`src/rtl/rps_pkg.sv`:
```
// Shared types and ASCII event codes for the stone/paper/scissors match engine.
package rps_pkg;

    typedef enum logic [1:0] {
        COLLECT = 2'd0,
        RESOLVE = 2'd1,
        DONE    = 2'd2
    } state_t;

    typedef enum logic [1:0] {
        TIE = 2'd0,
        P1  = 2'd1,
        P2  = 2'd2
    } round_t;

    localparam logic [7:0] EV_NONE       = 8'h00;
    localparam logic [7:0] EV_TIE        = 8'h30;
    localparam logic [7:0] EV_P1_ROUND   = 8'h31;
    localparam logic [7:0] EV_P2_ROUND   = 8'h32;
    localparam logic [7:0] EV_INVALID    = 8'h3F;
    localparam logic [7:0] EV_P1_MATCH   = 8'h41;
    localparam logic [7:0] EV_P2_MATCH   = 8'h42;
    localparam logic [7:0] EV_P1_FORFEIT = 8'h61;
    localparam logic [7:0] EV_P2_FORFEIT = 8'h62;

endpackage

```
`src/rtl/rps_round_judge.sv`:
```
// Combinational round judge: move m beats n iff (m - n) mod NUM_MOVES is odd.
// Both moves are assumed already validated (< NUM_MOVES).
module rps_round_judge
    import rps_pkg::*;
#(
    parameter int NUM_MOVES = 3
) (
    input  logic [2:0] p1_move,
    input  logic [2:0] p2_move,
    output round_t     result
);

    localparam logic [3:0] MOVES = 4'(NUM_MOVES);

    logic [3:0] raw_diff;
    logic [3:0] diff;

    // NOTE: every always_comb output gets a default first so no path can infer a latch.
    always_comb begin
        raw_diff = {1'b0, p1_move} + MOVES - {1'b0, p2_move};
        diff     = raw_diff;
        if (raw_diff >= MOVES) begin
            diff = raw_diff - MOVES;
        end
        result = TIE;
        if (p1_move != p2_move) begin
            result = diff[0] ? P1 : P2;
        end
    end

endmodule

```
`src/rtl/tt_um_rps_match_engine.sv`:
```
// Best-of-N stone/paper/scissors match engine (Tiny Tapeout tile).
// Define RPS_TIMEOUT_EN to enable the one-sided-lock forfeit timer.
module tt_um_rps_match_engine
    import rps_pkg::*;
#(
    parameter int NUM_MOVES      = 3,
    parameter int ROUNDS_TO_WIN  = 3,
    parameter int TIMEOUT_CYCLES = 1000
) (
    input  logic       clk,
    input  logic       rst_n,
    input  logic       ena,
    input  logic [7:0] ui_in,
    output logic [7:0] uo_out,
    input  logic [7:0] uio_in,
    output logic [7:0] uio_out,
    output logic [7:0] uio_oe
);

    localparam logic [2:0] WIN_SCORE = 3'(ROUNDS_TO_WIN);
    localparam logic [2:0] MOVES     = 3'(NUM_MOVES);

    state_t     state, state_next;
    logic [2:0] p1_score, p1_score_next, p2_score, p2_score_next;
    logic       p1_locked, p1_locked_next, p2_locked, p2_locked_next;
    logic [2:0] p1_move, p1_move_next, p2_move, p2_move_next;
    logic       p1_hist, p2_hist;
    logic [7:0] event_code, event_code_next;
    logic       match_over, match_over_next;

    logic       p1_event, p2_event, new_match;
    logic       award, award_forfeit;
    round_t     award_who, judged;

`ifdef RPS_TIMEOUT_EN
    localparam int TIMER_W = $clog2(TIMEOUT_CYCLES + 1);
    localparam logic [TIMER_W-1:0] TIMER_LAST = TIMER_W'(TIMEOUT_CYCLES - 1);
    logic [TIMER_W-1:0] timer, timer_next;
    logic               unused_bits;
    assign unused_bits = &{1'b0, uio_in[7:1]};
`else
    logic unused_bits;
    assign unused_bits = &{1'b0, uio_in[7:1], (TIMEOUT_CYCLES != 0)};
`endif

    assign p1_event  = ui_in[6] & ~p1_hist;
    assign p2_event  = ui_in[7] & ~p2_hist;
    assign new_match = uio_in[0];

    rps_round_judge #(.NUM_MOVES(NUM_MOVES)) u_judge (
        .p1_move (p1_move),
        .p2_move (p2_move),
        .result  (judged)
    );

    always_comb begin
        state_next      = state;
        p1_score_next   = p1_score;
        p2_score_next   = p2_score;
        p1_locked_next  = p1_locked;
        p2_locked_next  = p2_locked;
        p1_move_next    = p1_move;
        p2_move_next    = p2_move;
        event_code_next = event_code;
        match_over_next = match_over;
        award           = 1'b0;
        award_forfeit   = 1'b0;
        award_who       = TIE;
`ifdef RPS_TIMEOUT_EN
        timer_next      = '0;
`endif

        if (new_match) begin
            state_next      = COLLECT;
            p1_score_next   = '0;
            p2_score_next   = '0;
            p1_locked_next  = 1'b0;
            p2_locked_next  = 1'b0;
            event_code_next = EV_NONE;
            match_over_next = 1'b0;
        end else begin
            unique case (state)
                COLLECT: begin
                    if ((p1_event && !p1_locked && ui_in[2:0] >= MOVES) ||
                        (p2_event && !p2_locked && ui_in[5:3] >= MOVES)) begin
                        event_code_next = EV_INVALID;
                    end
                    if (p1_event && !p1_locked && ui_in[2:0] < MOVES) begin
                        p1_locked_next = 1'b1;
                        p1_move_next   = ui_in[2:0];
                    end
                    if (p2_event && !p2_locked && ui_in[5:3] < MOVES) begin
                        p2_locked_next = 1'b1;
                        p2_move_next   = ui_in[5:3];
                    end
                    if (p1_locked_next && p2_locked_next) begin
                        state_next = RESOLVE;
                    end
`ifdef RPS_TIMEOUT_EN
                    // One player waiting alone: count towards the forfeit.
                    else if (p1_locked ^ p2_locked) begin
                        if (timer == TIMER_LAST) begin
                            award         = 1'b1;
                            award_forfeit = 1'b1;
                            award_who     = p1_locked ? P1 : P2;
                        end else begin
                            timer_next = timer + 1'b1;
                        end
                    end
`endif
                end
                RESOLVE: begin
                    award     = 1'b1;
                    award_who = judged;
                end
                DONE: begin
                end
                default: state_next = COLLECT;
            endcase

            if (award) begin
                p1_locked_next = 1'b0;
                p2_locked_next = 1'b0;
                state_next     = COLLECT;
                unique case (award_who)
                    P1: begin
                        p1_score_next   = p1_score + 3'd1;
                        event_code_next = award_forfeit ? EV_P1_FORFEIT : EV_P1_ROUND;
                        if (p1_score_next == WIN_SCORE) begin
                            event_code_next = EV_P1_MATCH;
                            match_over_next = 1'b1;
                            state_next      = DONE;
                        end
                    end
                    P2: begin
                        p2_score_next   = p2_score + 3'd1;
                        event_code_next = award_forfeit ? EV_P2_FORFEIT : EV_P2_ROUND;
                        if (p2_score_next == WIN_SCORE) begin
                            event_code_next = EV_P2_MATCH;
                            match_over_next = 1'b1;
                            state_next      = DONE;
                        end
                    end
                    default: event_code_next = EV_TIE;
                endcase
            end
        end
    end

    // NOTE: sequential state uses non-blocking assignments so every register samples pre-edge values.
    always_ff @(posedge clk or negedge rst_n) begin
        if (!rst_n) begin
            state      <= COLLECT;
            p1_score   <= '0;
            p2_score   <= '0;
            p1_locked  <= 1'b0;
            p2_locked  <= 1'b0;
            p1_move    <= '0;
            p2_move    <= '0;
            p1_hist    <= 1'b0;
            p2_hist    <= 1'b0;
            event_code <= EV_NONE;
            match_over <= 1'b0;
`ifdef RPS_TIMEOUT_EN
            timer      <= '0;
`endif
        end else if (ena) begin
            state      <= state_next;
            p1_score   <= p1_score_next;
            p2_score   <= p2_score_next;
            p1_locked  <= p1_locked_next;
            p2_locked  <= p2_locked_next;
            p1_move    <= p1_move_next;
            p2_move    <= p2_move_next;
            p1_hist    <= ui_in[6];
            p2_hist    <= ui_in[7];
            event_code <= event_code_next;
            match_over <= match_over_next;
`ifdef RPS_TIMEOUT_EN
            timer      <= timer_next;
`endif
        end
    end

    assign uo_out  = event_code;
    assign uio_out = {match_over, p2_score, p1_score, 1'b0};
    assign uio_oe  = 8'hFE;

endmodule

```
`config.mk`:
```
export PLATFORM = sky130hd
export DESIGN_NAME = tt_um_rps_match_engine
export DESIGN_NICKNAME = d
export VERILOG_FILES = /design/src/rtl/rps_pkg.sv /design/src/rtl/rps_round_judge.sv /design/src/rtl/tt_um_rps_match_engine.sv
export SDC_FILE = /design/constraint.sdc
export NUM_CORES = 1
export LEC_CHECK = 0
export CAP_MARGIN = 10
export CORE_ASPECT_RATIO = 1.1
export CORE_MARGIN = 3
export CORE_UTILIZATION = 44
export CTS_CLUSTER_SIZE = 25
export DETAILED_ROUTE_END_ITERATION = 12
export PLACE_DENSITY = 0.75
export SLEW_MARGIN = 20
export SYNTH_ARGS = -nofsm -noshare
export SYNTH_HDL_FRONTEND = slang
export SYNTH_HIERARCHICAL = 1
export SYNTH_SLANG_ARGS = --single-unit
```
`constraint.sdc`:
```
create_clock -name clk -period 3.1 [get_ports clk]
set_input_delay 0.62 -clock clk [delete_from_list [all_inputs] [get_ports clk]]
set_output_delay 0.62 -clock clk [all_outputs]
set_load 0.03 [all_outputs]
```
# Word level (Yosys, flattened, before mapping)
# Cells that the tools add are included.
dict set report classes {
  reduce_logical 26
  eq_ne 11
  bitwise_logic 5
  order_cmp 5
  n_addsub 5
  muxes 44
  shift 0
  mul 0
  n_div 0
}
# operator n
set op_table {}
lappend op_table {{two-way mux 8 bit} 4}
lappend op_table {{two-way mux 1 bit} 19}
lappend op_table {{two-way mux 2 bit} 9}
lappend op_table {{two-way mux 3 bit} 6}
lappend op_table {{case mux 8 bit (2 select lines)} 1}
lappend op_table {{two-way mux 7 bit} 2}
lappend op_table {{AND reduction 3 bit} 4}
lappend op_table {{nonzero test 3 bit} 3}
lappend op_table {{case mux 2 bit (2 select lines)} 2}
lappend op_table {{AND reduction 4 bit} 2}
lappend op_table {{logical AND 1 bit} 7}
lappend op_table {{adder 3 x 1 -> 3 bit (second input constant)} 2}
lappend op_table {{equality test 3 x 2 -> 1 bit (second input constant)} 2}
lappend op_table {{>= comparator 3 x 2 -> 1 bit (second input constant)} 2}
lappend op_table {{< comparator 3 x 2 -> 1 bit (second input constant)} 2}
lappend op_table {{!= test 3 bit (second input constant)} 2}
lappend op_table {{nonzero test 2 bit} 3}
lappend op_table {{AND reduction 5 bit} 1}
lappend op_table {{adder 3 x 2 -> 4 bit (second input constant)} 1}
lappend op_table {{equality test 2 x 1 -> 1 bit (second input constant)} 2}
lappend op_table {{equality test 2 bit (second input constant)} 2}
lappend op_table {{>= comparator 4 x 2 -> 1 bit (second input constant)} 1}
lappend op_table {{!= test 4 bit (second input constant)} 1}
lappend op_table {{subtractor 4 x 3 -> 4 bit} 1}
lappend op_table {{other kinds (11)} 15}
dict set report totals {
  latch_bits 0
  memories 0
  output_inout_bits 24
  reg_bits 27
  in_bits 19
  ramBits 0
  word_cells 107
  romBits 0
}

# Longest topological paths before layout
# Gate-level depths: netlist (run 1).
dict set report logic_depth {
  word_depth 12
  mapped_depth 16
  ltp_nobuf 15
}

# Cells and area by module
# The synthesis (run 1) kept the hierarchy.
# mod area_per_inst_um2 cells_each seq_area_each_um2 n_inst
set by_module_without_submodules {}
lappend by_module_without_submodules {tt_um_rps_match_engine 1466.4 153 600.6 1}
lappend by_module_without_submodules {rps_round_judge 136.4 17 0.0 1}

# Least setup slack after synthesis (run 1)
# OpenSTA, ideal clock, no wires.
dict set report synth_path {
  kind {reg-to-reg}
  startpoint {reg p1_move[1]}
  endpoint {reg event_code[6] (netlist: uo_out[6])}
  setup_time_ns 0.064
  stages_incl_launch_ff 15
  required_ns 3.036
  synth_period_minus_slack_ns 2.965
  slack_ns 0.135
  path_buffers 1
  arrival_time_ns 2.901
  path_cell_list {dfrtp_1 ha_1 ha_1 inv_1 fa_1 nor2b_1 a22o_1 a21oi_1 and2_1 inv_1 ha_1 clkbuf_1 nand3_1 a2111o_1 a21bo_2}
}
dict set report synth_via {
  elab_chain_len 12
  word_cells_on_any_way 14
  classes_between {2 x add/sub; 1 x order compare; 3 x eq/ne; 8 x mux}
}
# item line_no
set synth_rtl {}
lappend synth_rtl {{from (decl)} tt_um_rps_match_engine.sv:26} ;# logic [2:0] p1_move, p1_move_next, p2_move, p2_move_next;
lappend synth_rtl {{from (signal assigned)} tt_um_rps_match_engine.sv:173} ;# p1_move <= p1_move_next;
lappend synth_rtl {{adder 3 x 2 -> 4 bit} rps_round_judge.sv:20} ;# raw_diff = {1'b0, p1_move} + MOVES - {1'b0, p2_move};
lappend synth_rtl {{subtractor 4 x 3 -> 4 bit} rps_round_judge.sv:20}
lappend synth_rtl {{>= comparator 4 x 2 -> 1 bit} rps_round_judge.sv:22} ;# if (raw_diff >= MOVES) begin
lappend synth_rtl {{two-way mux 1 bit} rps_round_judge.sv:22}
lappend synth_rtl {{two-way mux 2 bit} rps_round_judge.sv:27} ;# result = diff[0] ? P1 : P2;
lappend synth_rtl {{two-way mux 2 bit (*)} rps_round_judge.sv:26} ;# if (p1_move != p2_move) begin
lappend synth_rtl {{net judged[1]} tt_um_rps_match_engine.sv:33} ;# round_t award_who, judged;
lappend synth_rtl {{two-way mux 2 bit (*)} tt_um_rps_match_engine.sv:82} ;# unique case (state)
lappend synth_rtl {{two-way mux 2 bit (*)} tt_um_rps_match_engine.sv:73} ;# if (new_match) begin
lappend synth_rtl {{equality test 2 bit / equality test 2 x 1 -> 1 bit (equally long branches)} tt_um_rps_match_engine.sv:125} ;# unique case (award_who)
lappend synth_rtl {{case mux 8 bit (2 select lines) (*)} tt_um_rps_match_engine.sv:125}
lappend synth_rtl {{two-way mux 8 bit (*)} tt_um_rps_match_engine.sv:121} ;# if (award) begin
lappend synth_rtl {{two-way mux 8 bit (*)} tt_um_rps_match_engine.sv:73}
lappend synth_rtl {{to (signal assigned)} tt_um_rps_match_engine.sv:177} ;# event_code <= event_code_next;
lappend synth_rtl {{to (decl)} tt_um_rps_match_engine.sv:28} ;# logic [7:0] event_code, event_code_next;
# The timed path passes the listed nets; every way through them passes the cells marked *. The select of a mux whose other input is x is not followed.
# A chain may end at the register's enable or synchronous reset.

# Worst setup path in the final report (run 1)
dict set report layout_path {
  startpoint {reg p1_move[1]}
  endpoint {reg event_code[5] (netlist: uo_out[5])}
}
# The elaborated chain is that of the path after synthesis.

==> impl_metrics.toml, run 1 <==
[setup_path]
cp.depth = 13
cp.required_ps = 3310
start_kind = "register"
r2r_cells = 13
crit_type = "register to register"
crit_arrival_ps = 3220
crit_chain = "ha_4 > ha_4 > inv_2 > fa_2 > nor2b_4 > a22o_1 > a21oi_2 > and2_4 > buf_4 > ha_1 > buf_4 > a221o_1 > a22o_1"
crit_slowest_cell = "fa_2"
cp_slowest_stage_delay_ps = 540
cp-end-kind = "register"
critPathTopFamily = "adder cells"
crit_path_max_fanout = 5
path_buf_inv = 3

[cts]
cts.clk_slew.worst_paths_ps = 130
cts_made_buffers = 3
hold_buffers = 0
cts-root-buf = "clkbuf_4"
cts_tree = "done"
clkSinkCount = 24
clock_latency_ps = 310
clockBufferDepth = 2
h-tree-depth = 1

[hold_path]
hold_depth = 1
hp-class = "register to register"

[global_routing]
grt_use_total = 0.150
grt_pass1_vias = 1285
grt_start_max_net_pins = 25
grt_overflow = 0
grt_pass1_wl_mm = 5.43
antenna_found_initial = 0

[timing]
slew_viol_final = 0
setup_viol = 0
final.period_utilization = 0.971
hold_viol = 0
worst_slack_ps = 90.2
period_needed_ps = 3010
finalClockSkew_ps = 7.50
fmax_mhz = 332
worstMarginPinSlew_ps = 721
slew_headroom = 0.516
tns_ps = 0

[synth]
avgSynthCellArea_um2 = 9.43
yosys_warnings = 6
synth_edf_count = 0
ys_seq_area_frac = 0.375
synth-async-reset-ratio = 1.00
ys.flop_type = "dfrtp_1"
synth_cell_type_count = 49
syn_inst = 170
synth-seq-cells = 24
synth_area_mm2 = 0.00160

[routing]
firstDrtPassIters = 4
drt_iter0_markers = 44
via_per_inst = 5.33
num_vias = 1300
drt-wirelength-per-cell_um = 13.8
ant_nets = 0
drc = 0
wl_mm = 3.38

[cells_and_area]
drive_above_1_share = 0.163
syn2layout_area_growth_pct = 23.4
final_common_cell = "clkdlybuf4s50_1"
fin_nets = 231
n_antenna_cell = 0
final_cell_mix = "25 x clkdlybuf4s50_1, 24 x dfrtp_1, 13 x nand2_1, 11 x inv_1, 11 x a21oi_1"

[die]
std_cell_rows = 22
die_x_um = 63.5
design.die.area_mm2 = 0.00440
start_util = 0.470
coreArea_mm2 = 0.00341
dieHeight_um = 69.3
ioPinCount = 43

[placement]
gp_congestion = 0.759
portBuffers = 25
pre_cts_ws_ps = 19.9
dpl.hpwl_mm = 2.58

[pwr]
power.leakage_nw = 0.854
ir_drop_mv = 0.350
powerDensity_mw_per_mm2 = 875

[run_status]
outcome = "complete, no violations"

[job]
drv_cap = 0
[worst register-to-register path, cell delays in order, from the launching register on]
cell     delay, ps
dfrtp_1        430
ha_4           300
ha_4           120
inv_2           40
fa_2           540
nor2b_4        150
a22o_1         150
a21oi_2         60
and2_4         140
buf_4          120
ha_1           190
buf_4          160
a221o_1        320
a22o_1         200
[per-stage QoR]
step / hold WS (ps) / cell area, um^2 / instances / util / total power [mW]
global placement: 471 / 1850 / 237 / 0.543 / 1.35
finish: 519 / 1980 / 244 / 0.580 / 1.73
CTS: 515 / 1890 / 240 / 0.554 / 1.54
detailed placement: 483 / 1850 / 237 / 0.543 / 1.39
global route: 532 / 1980 / 244 / 0.580 / 1.85
floorplan: 324 / 1630 / 178 / - / 1.12
[metal layers]
metal  up-vias  share of wire  track usage
met3         4          0.030       0.0146
li1        630              -            -
met2        27           0.54        0.275
met5         -              0            0
met4         0          0.011       0.0504
met1       639           0.42        0.179
[power by group]
part | switching [mW] | internal, mW
combinational | 0.566 | 0.536
clock | 0.0885 | 0.0454
sequential | 0.0884 | 0.407
total | 0.743 | 0.989
[what timing repair did]
item / 4_1_cts / 5_1_grt
gates resized for setup: 1 / 15
cloned: 0 / 0
pin swaps: 0 / 7
setup buffers: 0 / 4
endpoints found under the setup margin: 2 / 7
[cell type report]
class | instances | area, um^2
inverters | 15 | 56.3
repair buffers | 33 | 310
fillers | 314 | 1440
multi-input cells | 121 | 928
flip-flops and latches | 24 | 601
clock buffers | 3 | 22.5
well taps | 48 | 60.1
[path summary, 6_finish.rpt]
path | start | end | slack (ps)
max | p1_move[1] | uo_out[5] | 90
min | uo_out[0] | uo_out[0] | 520
max reg2reg | p1_move[1] | uo_out[5] | 90
min reg2reg | uo_out[0] | uo_out[0] | 520
max in group asynchronous | rst_n | state[1] | 2210
min in group asynchronous | rst_n | uo_out[0] | 650
[state kept, by name, indices dropped and copies added (netlist names)]
name / count
p1_locked: 1
match_over: 1
p1_hist: 1
uo_out: 5
p2_move: 3
p2_hist: 1
p2_score: 3
p2_locked: 1
p1_move: 3
p1_score: 3
state: 2
[Yosys cell counts, types with 2 or more instances]
master / instances / area share
dfrtp_1: 24 / 0.37
inv_1: 15 / 0.035
buf_4: 13 / 0.061
ha_1: 13 / 0.10
nand2_1: 13 / 0.030
a21oi_1: 12 / 0.037
nor2_1: 7 / 0.016
mux2_2: 6 / 0.042
o21ai_0: 6 / 0.019
a22o_1: 4 / 0.022
and2_1: 4 / 0.016
nand3_1: 4 / 0.012
nor3_1: 4 / 0.012
clkbuf_1: 3 / 0.0070
nand2b_1: 3 / 0.012
nor2b_1: 3 / 0.012
conb_1: 2 / 0.0047
o21a_1: 2 / 0.0094
xnor2_1: 2 / 0.011
[logic make-up after synthesis]
kind of cell	synth area share
mux	0.0484
xor+xnor	0.0164
other cells	0.00469
buf+inv	0.109
simple gates	0.149
fa+ha+maj	0.114
compound gates	0.183
flops	0.375
Note: power is estimated with default switching activity, not from simulation.
==> run 2, diff against run 1 <==
--- a/config.mk
+++ b/config.mk
@@ -8,10 +8,10 @@
 export CAP_MARGIN = 10
 export CORE_ASPECT_RATIO = 1.1
 export CORE_MARGIN = 3
-export CORE_UTILIZATION = 44
-export CTS_CLUSTER_SIZE = 25
+export CORE_UTILIZATION = 50
+export CTS_CLUSTER_SIZE = 8
 export DETAILED_ROUTE_END_ITERATION = 12
-export PLACE_DENSITY = 0.75
+export PLACE_DENSITY = 0.8
 export SLEW_MARGIN = 20
 export SYNTH_ARGS = -nofsm -noshare
 export SYNTH_HDL_FRONTEND = slang
==> constraint.sdc (replaced) <==
create_clock -name clk -period 3.5 [get_ports clk]
set_input_delay 0.7 -clock clk [delete_from_list [all_inputs] [get_ports clk]]
set_output_delay 0.7 -clock clk [all_outputs]
set_load 0.03 [all_outputs]
==> run 2 against run 1 <==
Critical path depth unchanged. Setup slack improved by 150 ps. Utilization increased by 4.8 points. Critical endpoint is now uo_out[6]. Highest routed layer unchanged. Register-to-register slack improved by 150 ps. Sequential cell count unchanged. First-iteration DRC count increased by 18%. Combinational power decreased by 29%. Fmax decreased by 7.6%. Wire length decreased by 1.5%. Global-route usage increased by 3.3 points. Power decreased by 23%.
==> impl_metrics.toml, run 2 (synthesis results as in run 1) <==
[run_status]
outcome = "complete, no violations"

[global_routing]
antenna_found_initial = 0
grt_start_max_net_pins = 25
grt_pass1_wl_mm = 5.63
grt_overflow = 0
grt_pass1_vias = 1293
grt_use_total = 0.183

[routing]
via_per_inst = 5.80
drc = 0
num_vias = 1282
wl_mm = 3.33
drt-wirelength-per-cell_um = 15.0
firstDrtPassIters = 4
ant_nets = 0
drt_iter0_markers = 52

[cts]
hold_buffers = 0
clockBufferDepth = 2
cts_made_buffers = 3
cts_setup_buffers = 0
ctsResizeCount = 0
cts.clk_slew.worst_paths_ps = 130
cts-root-buf = "clkbuf_4"
h-tree-depth = 1
clock_latency_ps = 320
cts_tree = "done"
clkSinkCount = 24

[timing]
slew_headroom = 0.514
worstMarginPinSlew_ps = 724
final.period_utilization = 0.931
period_needed_ps = 3260
fmax_mhz = 307
tns_ps = 0
hold_viol = 0
rsz0062_at_grt = "no"
slew_viol_final = 0
setup_viol = 0
finalClockSkew_ps = 9.34

[setup_path]
cp-end-kind = "register"
path_buf_inv = 2
crit_chain = "ha_1 > ha_1 > inv_1 > fa_1 > nor2b_1 > a22o_1 > a21oi_1 > and2_1 > inv_1 > ha_1 > nand3_1 > a2111o_1 > a21bo_2"
crit_path_max_fanout = 9
cp_common_cell = "ha_1"
start_kind = "register"
crit_slowest_cell = "fa_1"
crit_type = "register to register"
cp_slowest_stage_delay_ps = 500
crit_arrival_ps = 3530
critPathTopFamily = "adder cells"
cp.required_ps = 3780

[cells_and_area]
largest_reg_flops = 5
n_antenna_cell = 0
syn2layout_area_growth_pct = 13.7
final_cell_area_mm2 = 0.00182
final_cell_count_no_fill = 221
drive_above_1_share = 0.0585
multi_input_area_um2 = 857
regArea_um2 = 601
fill_cells = 250
fin_nets = 223
final_cell_mix = "24 x clkdlybuf4s50_1, 24 x dfrtp_1, 15 x inv_1, 13 x nand2_1, 13 x ha_1"

[die]
std_cell_rows = 20
coreArea_mm2 = 0.00290
die_x_um = 60.0
start_util = 0.552
dieHeight_um = 65.4
ioPinCount = 43
design.die.area_mm2 = 0.00392

[pwr]
powerDensity_mw_per_mm2 = 735
ir_drop_mv = 0.479
power.leakage_nw = 0.792

[placement]
portBuffers = 25
gp_congestion = 0.906
dp_cells = 218
dpl.hpwl_mm = 2.58
place_area_mm2 = 0.00181

[hold_path]
hp-class = "input pin to asynchronous set/reset pin"

[job]
drv_cap = 0
## run 2: changes by cell type in the layout (fill, tap and decap cells not counted), moves of 3 or more
cell / before / now
buf_4: 8 / 0
ha_1: 10 / 13
ha_4: 3 / 0
inv_1: 11 / 15
inv_2: 4 / 0
## run 2: final cells by class
type,instances,share of cell area
clock buffers,3,0.0124
inverters,15,0.0309
well taps,33,0.0226
repair buffers,25,0.135
flip-flops and latches,24,0.329
multi-input cells,121,0.470
## run 2: path summary, 6_finish.rpt
kind | from | end | slack, ps | depth (start not counted)
setup / recovery | p1_move[1] | uo_out[6] | 240 | 13
hold / removal | rst_n | uo_out[6] | 330 | 1
setup reg to reg | p1_move[1] | uo_out[6] | 240 | 13
hold reg to reg | p1_move[2] | p1_move[2] | 510 | 1
max in group asynchronous | rst_n | match_over | 2790 | 1
min in group clk | p1_move[2] | p1_move[2] | 510 | 1
## run 2: worst reg2reg max path, cell delays in order (launching register included)
cell,delay (ps)
dfrtp_1,420
ha_1,330
ha_1,150
inv_1,40
fa_1,500
nor2b_1,210
a22o_1,160
a21oi_1,60
and2_1,150
inv_1,60
ha_1,330
nand3_1,120
a2111o_1,460
a21bo_2,200
## run 2: through the flow
| step | utilization | total power [mW] | hold WS (ps) | setup WS (ps) |
|---|---|---|---|---|
| after floorplan | - | 0.993 | 404 | 535 |
| after global placement | 0.622 | 1.18 | 473 | 440 |
| after detailed placement | 0.622 | 1.22 | 488 | 282 |
| after CTS | 0.630 | 1.34 | 518 | 240 |
| after global routing | 0.628 | 1.45 | 370 | 25.4 |
| final | 0.628 | 1.34 | 331 | 241 |
## run 2: power by group
group | switching (mW) | internal [mW]
sequential | 0.0810 | 0.361
combinational | 0.441 | 0.335
clock | 0.0820 | 0.0404
## run 2: metal layers
layer	vias to the layer above	routed length (um)	global-route usage
met1	626	1390	0.229
met2	37	1710	0.320
met4	0	48	0.0609
met3	5	175	0.0177
li1	614	-	-
met5	-	0	0
